--- src/rtl/pwm_ctrl_pkg.sv ---
// Shared types and helpers for the PWM level controller.
package pwm_ctrl_pkg;

    // Sequencer states: value setup, strobe high, strobe low, idle.
    typedef enum logic [1:0] {
        IDLE  = 2'd0,
        SETUP = 2'd1,
        LOAD  = 2'd2,
        GAP   = 2'd3
    } state_t;

    // Bits needed to count down from max(load_hold, gap_cycles).
    function automatic int cnt_width(input int load_hold, input int gap_cycles);
        int m;
        int w;
        m = (load_hold > gap_cycles) ? load_hold : gap_cycles;
        w = 1;
        while ((1 << w) <= m) w++;
        return w;
    endfunction

    // Counter width for the default hold/gap settings.
    localparam int CNT_W_DEFAULT = cnt_width(4, 2);

    // Unsigned clamp; callers zero-extend their levels to 32 bits.
    function automatic logic [31:0] clamp_level(input logic [31:0] v,
                                                input logic [31:0] lo,
                                                input logic [31:0] hi);
        if (v < lo) return lo;
        if (v > hi) return hi;
        return v;
    endfunction

endpackage

--- src/rtl/pwm_level_ctrl_rr_arbiter.sv ---
// Combinational round-robin arbiter: first active request at or after ptr.
module rr_arbiter
    import pwm_ctrl_pkg::*;
#(
    parameter int NUM_REQ = 3,
    parameter int IDX_W   = $clog2(NUM_REQ)
) (
    input  logic [NUM_REQ-1:0] req,
    input  logic [IDX_W-1:0]   ptr,
    output logic [NUM_REQ-1:0] grant,
    output logic [IDX_W-1:0]   grant_idx,
    output logic               any_grant
);

    // Scan NUM_REQ positions starting at ptr, wrapping, and take the first hit.
    always_comb begin
        int j;
        j         = 0;
        grant     = '0;
        grant_idx = '0;
        any_grant = 1'b0;
        for (int i = 0; i < NUM_REQ; i++) begin
            j = (int'(ptr) + i) % NUM_REQ;
            if (!any_grant && req[j]) begin
                any_grant = 1'b1;
                grant[j]  = 1'b1;
                grant_idx = IDX_W'(j);
            end
        end
    end

endmodule

--- src/rtl/pwm_level_ctrl.sv ---
// Brightness update sequencer feeding a PWM dimmer through a shared
// load/value port, with round-robin requesters and display on/off handling.
module pwm_level_ctrl
    import pwm_ctrl_pkg::*;
#(
    parameter int PWM_WIDTH  = 12,
    parameter int NUM_REQ    = 3,
    parameter int LOAD_HOLD  = 4,
    parameter int GAP_CYCLES = 2,
    parameter int MIN_LEVEL  = 16,
    parameter int MAX_LEVEL  = 4095
) (
    input  logic                         clock,
    input  logic                         reset_n,
    input  logic                         enable,
    input  logic [NUM_REQ-1:0]           req_valid,
    input  logic [NUM_REQ*PWM_WIDTH-1:0] req_value,
    output logic [NUM_REQ-1:0]           req_ready,
    output logic                         pwm_load,
    output logic [PWM_WIDTH-1:0]         pwm_value,
    output logic                         busy,
    output logic [$clog2(NUM_REQ)-1:0]   active_src
);

    localparam int IDX_W = $clog2(NUM_REQ);
    localparam int CNT_W = cnt_width(LOAD_HOLD, GAP_CYCLES);

    state_t               state;
    logic [CNT_W-1:0]     cnt;
    logic                 applied_on;
    logic [PWM_WIDTH-1:0] last_level;
    logic [IDX_W-1:0]     rr_ptr;

    logic [NUM_REQ-1:0]   grant;
    logic [IDX_W-1:0]     grant_idx;
    logic                 any_grant;
    logic [PWM_WIDTH-1:0] granted_raw;
    logic [PWM_WIDTH-1:0] granted_level;
    logic [IDX_W-1:0]     next_ptr;
    logic                 force_pending;

    rr_arbiter #(
        .NUM_REQ (NUM_REQ),
        .IDX_W   (IDX_W)
    ) u_arb (
        .req       (req_valid),
        .ptr       (rr_ptr),
        .grant     (grant),
        .grant_idx (grant_idx),
        .any_grant (any_grant)
    );

    // A pending on/off change outranks any request in IDLE.
    assign force_pending = (enable != applied_on);

    assign granted_raw   = req_value[int'(grant_idx)*PWM_WIDTH +: PWM_WIDTH];
    assign granted_level = PWM_WIDTH'(clamp_level(32'(granted_raw),
                                                  32'(MIN_LEVEL),
                                                  32'(MAX_LEVEL)));
    assign next_ptr      = (grant_idx == IDX_W'(NUM_REQ - 1)) ? '0 : grant_idx + 1'b1;

    // Grant is visible in the accepting cycle so the requester can drop valid
    // before the next IDLE cycle; no grant while a force sequence is due.
    assign req_ready = (reset_n && state == IDLE && !force_pending) ? grant : '0;
    assign busy      = (state != IDLE);

    // Sequencer FSM: pwm_value is set on entry to SETUP, then the strobe is
    // held for LOAD_HOLD cycles and kept low for GAP_CYCLES cycles.
    always_ff @(posedge clock) begin
        if (!reset_n) begin
            state      <= IDLE;
            cnt        <= '0;
            applied_on <= 1'b0;
            last_level <= '0;
            rr_ptr     <= '0;
            pwm_load   <= 1'b0;
            pwm_value  <= '0;
            active_src <= '0;
        end else begin
            case (state)
                IDLE: begin
                    if (force_pending) begin
                        applied_on <= enable;
                        pwm_value  <= enable ? last_level : '0;
                        state      <= SETUP;
                    end else if (any_grant) begin
                        last_level <= granted_level;
                        active_src <= grant_idx;
                        rr_ptr     <= next_ptr;
                        if (applied_on) begin
                            pwm_value <= granted_level;
                            state     <= SETUP;
                        end
                    end
                end
                SETUP: begin
                    pwm_load <= 1'b1;
                    cnt      <= CNT_W'(LOAD_HOLD - 1);
                    state    <= LOAD;
                end
                LOAD: begin
                    if (cnt == '0) begin
                        pwm_load <= 1'b0;
                        cnt      <= CNT_W'(GAP_CYCLES - 1);
                        state    <= GAP;
                    end else begin
                        cnt <= cnt - 1'b1;
                    end
                end
                GAP: begin
                    if (cnt == '0) state <= IDLE;
                    else           cnt   <= cnt - 1'b1;
                end
                default: state <= IDLE;
            endcase
        end
    end

endmodule

--- config.mk ---
export PLATFORM = sky130hd
export DESIGN_NAME = pwm_level_ctrl
export DESIGN_NICKNAME = d
export VERILOG_FILES = /design/src/rtl/pwm_ctrl_pkg.sv /design/src/rtl/pwm_level_ctrl_rr_arbiter.sv /design/src/rtl/pwm_level_ctrl.sv
export SDC_FILE = /design/constraint.sdc
export NUM_CORES = 1
export LEC_CHECK = 0
export BUFFER_PORTS_ARGS = -buffer_cell sky130_fd_sc_hd__buf_2
export CAP_MARGIN = 20
export CORE_UTILIZATION = 40
export CTS_BUF_LIST = sky130_fd_sc_hd__clkbuf_16
export DETAILED_ROUTE_END_ITERATION = 8
export MAX_ROUTING_LAYER = met4
export PLACE_DENSITY = 0.73
export SYNTH_ARGS = -nofsm -noshare
export SYNTH_HDL_FRONTEND = slang
export SYNTH_SLANG_ARGS = --single-unit
--- constraint.sdc ---
create_clock -name clock -period 3.2 [get_ports clock]
set_input_delay 0.64 -clock clock [delete_from_list [all_inputs] [get_ports clock]]
set_output_delay 0.64 -clock clock [all_outputs]
set_load 0.01 [all_outputs]
==> impl.org, run 1 <==
** GRT
- The via count of the first global-routing pass was about 2,200.
- Entering global routing, the biggest net connects 17 pins.
- After global routing the overflow that remains totals 0.
- The initial antenna violation count was 0.
- Wire length of the first global-routing pass :: approximately 10 mm
- GRT Resource Usage Total :: 20.4%

** Layout
- Leaving out fill and tap cells, the most frequent cell in the layout is sky130_fd_sc_hd__buf_2.
- The multi-input combinational cells in the finished layout cover a total of between 1500 and 2000 um2.
- Fillers :: approximately 560
- Relative to the synthesized area, the layout overhead comes to 20.9%.
- The repair_antennas step left the layout with diodes totalling 0.
- Cell area after layout :: around 2900 um2
- Fraction of final layout cells sized beyond drive strength 1 :: between 20 and 30%
- For this run, the post-layout net count is 403.
- The sequential cells in the finished layout cover a total of between 700 and 800 um2.
- The library cells used most frequently in the layout, excluding fill and tap cells, are 60 x sky130_fd_sc_hd__buf_2, 38 x sky130_fd_sc_hd__nor2_1, 35 x sky130_fd_sc_hd__dfxtp_1, 33 x sky130_fd_sc_hd__nand2_1.

** Setup path
- Endpoint class of the critical path :: flip-flop
- The startpoint identified for the worst register-to-register timing path is rr_ptr[0].
- Data arrival time of the critical path :: roughly 3000 ps
- CP Launch Point :: rr_ptr[0]
- STA puts the critical path data required time at approximately 3400 ps.
- The worst register-to-register path has a depth of 10.
- The worst setup path is of the reg2reg kind.
- Critical Path Source Type :: flip-flop
- In this run the worst path has a maximum fanout of 11.

** Timing
- The number of hold-slack violations in the final timing report came to 0.
- The clock period could shrink to roughly 2800 ps.
- The worst pin sits at a relative slew slack of approximately 65%.
- Setup violations remaining at the end of the flow were counted as 0.
- Worst hold-check slack :: between 400 and 500 ps
- Summed over all failing endpoints, the final setup total negative slack is 0 ps.
- Post-route clock skew :: about 2.6 ps
- Timing would allow up to 353 MHz.
- The final max-slew violation count came to 0.
- Post-route fraction of the period consumed by the critical path :: between 80% and 90%
- At the pin with the least slew margin, the transition time is about 520 ps.
- RSZ-0062 raised after global routing :: no

** CTS
- The clock reaches the later pin of the worst-skew pair after approximately 270 ps.
- After clock tree synthesis, the setup repair step added 0 buffers.
- The clock tree synthesis step divided the H-tree into 2 levels.
- Clock buffer depth :: 2
- Post-CTS repair changed the size of 0 cells.
- CTS Sinks :: 35
- CTS placed an instance of sky130_fd_sc_hd__clkbuf_16 at the clock tree root.
- Clock input transition at the sequential cells of the worst setup and hold paths :: roughly 50 ps
- TritonCTS built the clock tree.
- Number of clock buffers inserted by TritonCTS :: 5
- Count of hold buffers inserted by post-cts repair :: 0

** Run status
- The run finished with clean final reports.

** Power
- Largest vdd supply drop :: roughly 0.36 mV
- For this design the ratio of total power to cell area is between 1000 and 1500 nW/um2.
- In this run the static leakage power is around 1.2 nW.

** Die
- CORE AREA :: approximately 5600 um2
- Overall die width :: around 79 um
- After floorplanning, the core was divided into 27 placement rows.
- From bottom edge to top edge, the die measures around 79 um.
- Die Area :: roughly 6200 um2
- During I/O placement, the number of pins put on the boundary was just over 60.
- Starting Density :: between 40% and 50%

** Synth
- Share of the synthesized area in the top cell type :: 29.6%
- After Yosys synthesis, XOR and XNOR cells account for 0% of the synthesized area.
- Of the synthesized area, sequential elements account for 29.6%.
- Fraction of registers with async set or reset after synthesis :: 0%
- In this run, synthesis inferred 0 flip-flops with an integrated enable.
- Library cell with the largest summed area after synthesis :: sky130_fd_sc_hd__dfxtp_1
- After synthesis, the netlist uses between 50 and 60 different library cells.
- Share of synthesized area spent on multiplexers :: just under 9%
- Synth Flop Type :: sky130_fd_sc_hd__dfxtp_1
- In this run, synthesis produced a sequential element count of 35.
- The number of nets in the synthesized netlist is ~340.
- Post-Syn Area :: between 2000 and 2500 um2
- The Yosys step of the flow raised 0 warnings.
- Ranked by total cell area, the synthesized netlist is headed by sky130_fd_sc_hd__dfxtp_1 30%, sky130_fd_sc_hd__nor2_1 6.0%, sky130_fd_sc_hd__ha_1 5.8%, sky130_fd_sc_hd__nand2_1 5.2%, sky130_fd_sc_hd__mux2i_1 4.2%.
- The synthesized netlist devotes a little under 6% of its cell area to adder and majority cells.
- Mapped Cells :: between 200 and 300
- Averaged over all synthesized cells, the footprint is around 8.2 um2.
- After synthesis, the largest family of logic cells by area is compound AO/OA/AOI/OAI gates.
- Fraction of the mapped netlist area in simple logic gates :: approximately 23%
- Synth Area in Compound Gates :: between 20 and 30%

** Placement
- DP Area :: around 2700 um2
- Half-perimeter wire length after detailed placement :: roughly 4.6 mm
- Count of buffers from port buffering :: 60
- At the end of routability-driven placement, the weighted congestion stood at roughly 0.9.

** Drt
- The routed design has between 5 and 6 mm of wire.
- After detailed routing, the average wire length per cell comes to between 10 and 15 um.
- The routed layout has roughly 2,300 vias.
- Once detail routing completed, the nets flagged for antenna violations numbered 0.
- Residual DRC count :: 0
- The first TritonRoute pass finished after 4 iterations.
- 1st-iter DRT viols :: ~110
- Post-detailed-route via-to-cell ratio :: 5.48

** Worst hold path
- In this run the most critical hold path is launched from last_level[8].
- Hold WC Path Type :: reg2reg
- The worst hold path passes through 2 cells.

** Run
- Reported max-cap violation count :: 0
-- worst paths after layout --
check | slack, ps | to
min reg2reg | 450 | last_level[8]
max reg2reg | 370 | last_level[3]
max | 370 | last_level[3]
min | 450 | last_level[8]
-- cell type report --
cell class | count | area share, %
multi-input cells | 227 | 53.2
repair buffers | 69 | 12.9
clock buffers | 5 | 4.38
inverters | 12 | 1.58
well taps | 72 | 3.15
clock inverters | 2 | 0.306
flip-flops and latches | 35 | 24.5
-- sequential cells by signal, indices dropped and copies added, names as in the netlist --
register,count
last_level,12
pwm_value,12
cnt,3
active_src,2
rr_ptr,2
state,2
applied_on,1
pwm_load,1
-- cell usage after synthesis (2+ instances only) --
| cell type | instances |
|---|---|
| sky130_fd_sc_hd__a221o_1 | 2 |
| sky130_fd_sc_hd__nor2_1 | 38 |
| sky130_fd_sc_hd__nand3b_1 | 5 |
| sky130_fd_sc_hd__nand3_1 | 8 |
| sky130_fd_sc_hd__o21ai_1 | 7 |
| sky130_fd_sc_hd__dfxtp_1 | 35 |
| sky130_fd_sc_hd__buf_4 | 3 |
| sky130_fd_sc_hd__a22oi_1 | 4 |
| sky130_fd_sc_hd__buf_6 | 3 |
| sky130_fd_sc_hd__a211oi_1 | 8 |
| sky130_fd_sc_hd__clkinv_1 | 3 |
| sky130_fd_sc_hd__nand2_1 | 33 |
| sky130_fd_sc_hd__a21oi_1 | 17 |
| sky130_fd_sc_hd__nor2b_1 | 5 |
| sky130_fd_sc_hd__mux2_4 | 3 |
| sky130_fd_sc_hd__a21o_1 | 4 |
| sky130_fd_sc_hd__o21a_1 | 3 |
| sky130_fd_sc_hd__o211ai_1 | 5 |
| sky130_fd_sc_hd__o22ai_2 | 2 |
| sky130_fd_sc_hd__inv_1 | 9 |
| sky130_fd_sc_hd__o2111ai_1 | 2 |
| sky130_fd_sc_hd__o21ai_0 | 17 |
| sky130_fd_sc_hd__mux2i_2 | 2 |
| sky130_fd_sc_hd__a31oi_1 | 4 |
| sky130_fd_sc_hd__ha_1 | 11 |
| sky130_fd_sc_hd__a32o_1 | 4 |
| sky130_fd_sc_hd__nand2b_1 | 4 |
| sky130_fd_sc_hd__and3_1 | 2 |
| sky130_fd_sc_hd__nor3_1 | 3 |
| sky130_fd_sc_hd__clkbuf_1 | 7 |
| sky130_fd_sc_hd__mux2i_1 | 10 |
-- report_power, final --
group / leakage, nW / switching [mW] / total (mW) / internal, mW
Clock: 0.0671 / 0.162 / 0.441 / 0.279
Combinational: 0.891 / 1.00 / 1.71 / 0.704
Sequential: 0.288 / 0.0980 / 0.717 / 0.619
Total: 1.25 / 1.26 / 2.86 / 1.60
-- cell families (layout without fill, tap and decap cells) --
group | Yosys count | after routing
muxes | 17 | 17
DFF | 35 | 35
AOI/OAI and AO/OA | 91 | 91
and+or+nand+nor | 108 | 108
buffers and inverters | 27 | 88
adders and majority gates | 11 | 11
-- worst max-delay path, cell delays in order (launching register included) --
cell and delay, ps:
sky130_fd_sc_hd__dfxtp_1 380, sky130_fd_sc_hd__inv_1 80, sky130_fd_sc_hd__ha_2 380, sky130_fd_sc_hd__nor2b_1 180, sky130_fd_sc_hd__o2111ai_1 250, sky130_fd_sc_hd__nand3_2 240
sky130_fd_sc_hd__a221o_1 330, sky130_fd_sc_hd__o22ai_2 180, sky130_fd_sc_hd__and4_4 280, sky130_fd_sc_hd__nand4b_4 160, sky130_fd_sc_hd__a32o_1 260
-- layer usage --
layer	vias up	GRT usage (%)	share of wire, %
met5	-	-	0
met4	0	5.82	1.6
met3	11	3.56	4.2
met2	66	33.0	48
met1	1066	26.2	47
li1	1170	-	-
-- metrics by stage --
step	setup WS (ps)	utilization (%)	total power, mW	std cells
6_report	370	51.0	2.86	422
5_1_grt	118	51.0	3.11	422
4_1_cts	218	50.9	2.87	422
3_5_place_dp	244	48.5	2.42	415
3_3_place_gp	234	48.5	2.40	415
2_1_floorplan	694	-	2.04	289
Power figures use the tool's default switching activity.
==> run 2: changes to the inputs <==
==> constraint.sdc (replaced) <==
create_clock -name clock -period 3.2 [get_ports clock]
set_input_delay 0.48 -clock clock [delete_from_list [all_inputs] [get_ports clock]]
set_output_delay 0.48 -clock clock [all_outputs]
set_load 0.01 [all_outputs]
==> impl.org, run 2 (synthesis results as in run 1) <==
** Run status
- Run status :: finished clean

** GRT
- The initial antenna violation count is 0 (unchanged).
- The global routing stage identified its most utilized layer as met2.
- Met2 layer usage reported by global route :: 33.5% (+0.43 points)
- Wire length of the first global-routing pass :: 10.0 mm (+0.98%)
- The pin count of the biggest net entering global routing came to 28 (+11).
- Grt ovf :: 0 (unchanged)
- Met3 track demand over resource :: 3.79% (+0.23 points)
- Via count of the first global-routing pass :: 2,251 (+3.3%)
- The met1 usage was 25.8% (-0.39 points).
- GRT Resource Usage Total :: 21.0% (+0.59 points)

** Placement
- Final weighted congestion in routability-driven placement :: 0.962 (+3.7%)
- The worst slack after detailed placement is 222 ps (-22.0 ps).
- Count of buffers from port buffering :: 60 (unchanged)
- Half-perimeter wire length after detailed placement :: 4.48 mm (-2.4%)
- The post-place instance area came to 2720 um2 (unchanged).

** Setup path
- Largest driver fanout on the critical path :: 11 (unchanged)
- Worst reg2reg path depth :: 10 (unchanged)
- Endpoint class of the critical path :: flip-flop
- In this run the critical register-to-register path is captured at last_level[3].
- The critical path in this run is classified as reg2reg.
- STA classifies the critical path startpoint as a flip-flop.
- Data arrival time of the critical path :: 3170 ps (+180 ps)
- Worst reg2reg setup slack :: 200 ps (-170 ps)
- CP Launch Point :: rr_ptr[0]
- The required time at the worst-slack endpoint is 3370 ps (about the same).
- Startpoint of the worst register-to-register path :: rr_ptr[0]
- The critical path ends at last_level[3].

** Drt
- The count of vias placed by the detailed router was 2,317 (+0.17%).
- 1st-iter DRT viols :: 135 (+26%)
- Residual DRC count :: 0 (unchanged)
- DRT Pass-1 Iters :: 4 (unchanged)
- The remaining number of nets flagged by the antenna check after routing came to 0 (unchanged).
- Wire length per cell :: 13.8 um (+0.36%)
- Routed WL :: 5.86 mm (+0.60%)
- Post-detailed-route via-to-cell ratio :: 5.48 (about the same)

** CTS
- The clock network latency to the later pin of the worst-skew pair came to 280 ps (about the same).
- The number of buffers inserted during clock tree synthesis was 5 (unchanged).
- The tree is rooted in a sky130_fd_sc_hd__clkbuf_16.
- Count of hold buffers inserted by post-cts repair :: 0 (unchanged)
- Number of buffers added for setup after CTS :: 0 (unchanged)
- The maximum count of clock buffers along a single path came to 2 (unchanged).
- The clock-pin slew of the registers on the worst-case setup and hold paths was 50 ps (about the same).
- Post_cts resized :: 0 (unchanged)
- CTS Sinks :: 35 (unchanged)
- TritonCTS built the clock tree.
- The count of H-tree levels built during CTS came to 2 (unchanged).

** Layout
- The multi-input combinational cell area is 1520 um2 (-0.16%).
- Layout net count :: 403 (unchanged)
- Layout area overhead :: 21.0% (about the same)
- The final non-filler cell area was 2860 um2 (about the same).
- Leading cell type in the layout, fill and taps excluded :: sky130_fd_sc_hd__buf_2
- Most frequent cells in the layout :: 60 x sky130_fd_sc_hd__buf_2, 38 x sky130_fd_sc_hd__nor2_1, 35 x sky130_fd_sc_hd__dfxtp_1, 33 x sky130_fd_sc_hd__nand2_1
- The number of filler instances in the final layout was 568 (+1.8%).
- The antenna diode instance count was 0 (unchanged).
- Fraction of final layout cells sized beyond drive strength 1 :: 27.6% (-0.36 points)
- The register cell area after layout was 701 um2 (unchanged).
- The largest registers in the layout are last_level: 12 flops, pwm_value: 12 flops, cnt: 3 flops.

** Timing
- RSZ-0062 raised after global routing :: no
- Final hold violations :: 0 (unchanged)
- Period minus WS final :: 3000 ps (+170 ps)
- The final max-slew violation count came to 0 (unchanged).
- Post-route fraction of the period consumed by the critical path :: 93.8% (+5.3 points)
- Setup violations, final :: 0 (unchanged)
- Crit path setup slack, layout :: 199 ps (-170 ps)
- Maximum frequency from static timing analysis :: 333 MHz (-5.7%)
- The worst-case clock skew came to 6.04 ps (+3.45 ps).
- Slew HR :: 67.8% (+2.6 points)
- The setup TNS after final layout was 0 ps (unchanged).
- The transition time at the pin with the least slew margin is 483 ps (-39.1 ps).

** Power
- The maximum vdd drop is 0.397 mV (+11%).
- Pwr Density :: 1010 nW/um2 (+0.28%)
- The leakage power figure came to 1.26 nW (+0.84%).
- The overall power after layout is 2.87 mW (+0.33%).

** Run
- Reported max-cap violation count :: 0 (unchanged)

** Die
- Die span in y :: 78.9 um (unchanged)
- The placeable core region was 5610 um2 (unchanged).
- The die extent in x was 78.9 um (unchanged).
- Die Area :: 6220 um2 (unchanged)
- Boundary Pins :: 61 (unchanged)
- The initial standard-cell utilization of the core was 42.1% (unchanged).
- Number of rows in the core area :: 27 (unchanged)

** Worst hold path
- The tightest min-delay check is of the reg2reg type.
- Beginning of the worst hold path :: last_level[8]
==> run 2: worst max-delay path, stage by stage, from the launching register on <==
cell	delay, ps
sky130_fd_sc_hd__dfxtp_1	370
sky130_fd_sc_hd__inv_1	80
sky130_fd_sc_hd__ha_1	470
sky130_fd_sc_hd__nor2b_1	220
sky130_fd_sc_hd__o2111ai_1	260
sky130_fd_sc_hd__nand3_2	270
sky130_fd_sc_hd__a221o_1	340
sky130_fd_sc_hd__o22ai_2	200
sky130_fd_sc_hd__and4_4	290
sky130_fd_sc_hd__nand4b_4	160
sky130_fd_sc_hd__a32o_1	250
==> run 2: per-stage QoR <==
stage	hold WS, ps	util, %	std cells
after floorplan	436	-	289
final	456	51.0	423
after detailed placement	454	48.5	415
after CTS	461	51.0	423
after global placement	444	48.5	415
after global routing	489	51.0	423
==> run 2: area by class of cell <==
cell class | instances | share of cell area, %
clock buffer | 5 | 4.38
clock inverter | 3 | 0.438
inverter | 12 | 1.58
multi-input combinational | 227 | 53.1
sequential | 35 | 24.5
tap | 72 | 3.15
timing repair buffer | 69 | 12.9
==> run 2: worst min path at each step <==
stage                          endpoint  slack [ps]  depth (start not counted)
final                     last_level[8]         460                          2
after global routing      last_level[2]         490                          1
after CTS                 last_level[8]         460                          2
after detailed placement  last_level[8]         450                          2
after global placement    last_level[9]         440                          2
after floorplan           last_level[8]         440                          2
==> run 2: routing by layer <==
metal	routed length (um)	up-vias	share of wire [%]
li1	-	1173	-
met1	2810	1066	48
met2	2680	72	46
met3	272	6	4.6
met4	95	0	1.6
met5	0	-	0
==> run 2: power by group <==
part | total [mW] | leakage, nW | internal (mW) | switching, mW
logic | 1.71 | 0.892 | 0.699 | 1.01
clock network | 0.449 | 0.0762 | 0.281 | 0.169
registers | 0.718 | 0.288 | 0.619 | 0.0988
total | 2.87 | 1.26 | 1.60 | 1.28
==> run 3: changes to the inputs <==
--- a/config.mk
+++ b/config.mk
@@ -11,7 +11,7 @@
 export CTS_BUF_LIST = sky130_fd_sc_hd__clkbuf_16
 export DETAILED_ROUTE_END_ITERATION = 8
 export MAX_ROUTING_LAYER = met4
-export PLACE_DENSITY = 0.73
+export PLACE_DENSITY_LB_ADDON = 0.3
 export SYNTH_ARGS = -nofsm -noshare
 export SYNTH_HDL_FRONTEND = slang
 export SYNTH_SLANG_ARGS = --single-unit
==> impl.org, run 3 (synthesis results as in run 1) <==
** CTS
- The number of gates given a new drive strength after cts was 0 (unchanged).
- Clock input transition at the sequential cells of the worst setup and hold paths :: 50 ps (about the same)
- CTS placed an instance of sky130_fd_sc_hd__clkbuf_16 at the clock tree root.
- Number of H-tree levels :: 2 (unchanged)
- The post-CTS setup buffer count is 0 (unchanged).
- TritonCTS clock tree :: done
- The clock net sink count came to 35 (unchanged).
- Number of clock buffers inserted by TritonCTS :: 5 (unchanged)
- Count of hold buffers inserted by post-cts repair :: 0 (unchanged)
- The maximum count of clock buffers along a single path was 2 (unchanged).
- Clock Latency Late Sink :: 280 ps (about the same)

** Layout
- Final instance count without filler cells :: 421 (-0.47%)
- Layout area overhead :: 20.4%
- Antenna cell count :: 0 (unchanged)
- Layout net count :: 402 (-0.25%)
- The proportion of layout cells with a drive suffix above 1 was 27.2% (-0.41 points).
- Most frequent cells in the layout :: 60 x sky130_fd_sc_hd__buf_2, 38 x sky130_fd_sc_hd__nor2_1, 35 x sky130_fd_sc_hd__dfxtp_1, 33 x sky130_fd_sc_hd__nand2_1
- The largest registers in the layout are last_level: 12 flops, pwm_value: 12 flops, cnt: 3 flops.
- Leading cell type in the layout, fill and taps excluded :: sky130_fd_sc_hd__buf_2

** Timing
- Final sum of negative setup slack :: 0 ps (unchanged)
- The final max-slew violation count was 0 (unchanged).
- Least-Margin Pin Slew :: 825 ps (+342 ps)
- Setup repair after global routing left no endpoint under its margin.
- Slew HR :: 44.7% (-23 points)
- The fmax was 337 MHz (+1.2%).
- The number of hold-slack violations in the final timing report came to 0 (unchanged).
- The final worst-path setup slack came to 235 ps (+35.5 ps).
- Post-route fraction of the period consumed by the critical path :: 92.7% (-1.1 points)
- Post-route clock skew :: 4.27 ps (-1.77 ps)
- Period minus WS final :: 2970 ps (-35.5 ps)
- Setup violations, final :: 0 (unchanged)

** Placement
- The total half-perimeter wirelength after legalization and detailed placement is 4.54 mm (+1.4%).
- Setup slack at placement :: 264 ps (+42.0 ps)
- Final weighted congestion in routability-driven placement :: 0.899 (-6.6%)
- The cell count after placement was 414 (-0.24%).
- Count of buffers from port buffering :: 60 (unchanged)

** Power
- Static leakage power :: 1.24 nW (-1.1%)
- The maximum vdd drop is 0.427 mV (+7.7%).
- The total power divided by cell area is 1010 nW/um2 (+0.31%).

** Setup path
- The critical path is of the reg2reg type.
- Crit path cell chain :: inv_1, ha_1, nor2b_1, o2111ai_1, nand3_2, buf_4, mux2i_1, mux2_4, and4_4, nand4b_4, a32o_1
- CP max-delay cell :: sky130_fd_sc_hd__ha_1
- Largest driver fanout on the critical path :: 12 (+1)
- Endpoint class of the critical path :: flip-flop
- Required time worst endpoint :: 3360 ps (about the same)
- Data arrival time of the critical path :: 3130 ps (-40 ps)
- Critical Path Source Type :: flip-flop
- Crit path largest cell delay :: 550 ps (+80 ps)

** Worst hold path
- Hold WC Path Type :: reg2reg

** GRT
- The sum of overflow across all layers after global routing came to 0 (unchanged).
- Wire length of the first global-routing pass :: 9.94 mm (-0.69%)
- Via count of the first global-routing pass :: 2,132 (-5.3%)
- The initial antenna violation count was 0 (unchanged).
- GRT Resource Usage Total :: 20.5% (-0.50 points)
- Pin count of the biggest net entering global routing :: 17 (-39%)

** Run
- The total of max-cap violations is 0 (unchanged).

** Die
- Die Area :: 6220 um2 (unchanged)
- The top-level I/O count is 61 (unchanged).
- The vertical die dimension came to 78.9 um (unchanged).
- Overall die width :: 78.9 um (unchanged)
- Starting Density :: 42.1% (unchanged)
- Number of rows in the core area :: 27 (unchanged)
- The placeable core region is 5610 um2 (unchanged).

** Drt
- The number of vias per cell came to 5.45 (-0.48%).
- Residual DRC count :: 0 (unchanged)
- The final wirelength is 5.89 mm (+0.61%).
- DRT Pass-1 Iters :: 4 (unchanged)
- Post-route ant nets :: 0 (unchanged)
- Vias post-DR :: 2,295 (-0.95%)
- The detailed-route wire length per cell is 14.0 um (+1.1%).
- The count of routing violations after the opening detailed-route iteration came to 123 (-8.9%).

** Run status
- Run status :: finished clean
run 3: path summary, 6_finish.rpt:
path / startpoint / end / slack [ps] / cells past startpoint
setup / recovery: rr_ptr[0] / last_level[0] / 230 / 11
hold / removal: last_level[8] / last_level[8] / 460 / 2
setup reg to reg: rr_ptr[0] / last_level[0] / 230 / 11
hold reg to reg: last_level[8] / last_level[8] / 460 / 2
run 3: where the power goes:
group | internal (mW) | switching [mW]
clock network | 0.279 | 0.172
logic | 0.693 | 1.01
registers | 0.619 | 0.0942
total | 1.59 | 1.28
run 3: area by class of cell:
class                           instances  area (um2)
Clock buffer                            5         125
Clock inverter                          2        8.76
Fill cell                             561        2760
Inverter                               12        45.0
Multi-Input combinational cell        227        1520
Sequential cell                        35         701
Tap cell                               72        90.1
Timing Repair Buffer                   68         360
run 3: per-stage QoR:
stage | power, mW | utilization [%] | hold WS, ps | cell area [um2]
after floorplan | 2.04 | - | 436 | 2360
after CTS | 2.88 | 50.8 | 454 | 2850
after global routing | 3.12 | 50.8 | 472 | 2850
after global placement | 2.38 | 48.4 | 446 | 2710
final | 2.87 | 50.8 | 456 | 2850
after detailed placement | 2.42 | 48.4 | 447 | 2710
run 3: routing by layer:
layer | track usage, % | part of all wire (%) | wire length, um
met4 | 5.45 | 1.1 | 63
met5 | - | 0 | 0
met2 | 34.1 | 48 | 2820
met1 | 25.4 | 46 | 2730
met3 | 4.14 | 4.6 | 273
run 3: critical path: cells and delay by family, from the launching register on:
family	cells	cell delay (ps)
AOI/OAI and AO/OA	2	410
adders and majority gates	1	550
buffers and inverters	2	300
DFF	1	380
muxes	2	420
and+or+nand+nor	4	800
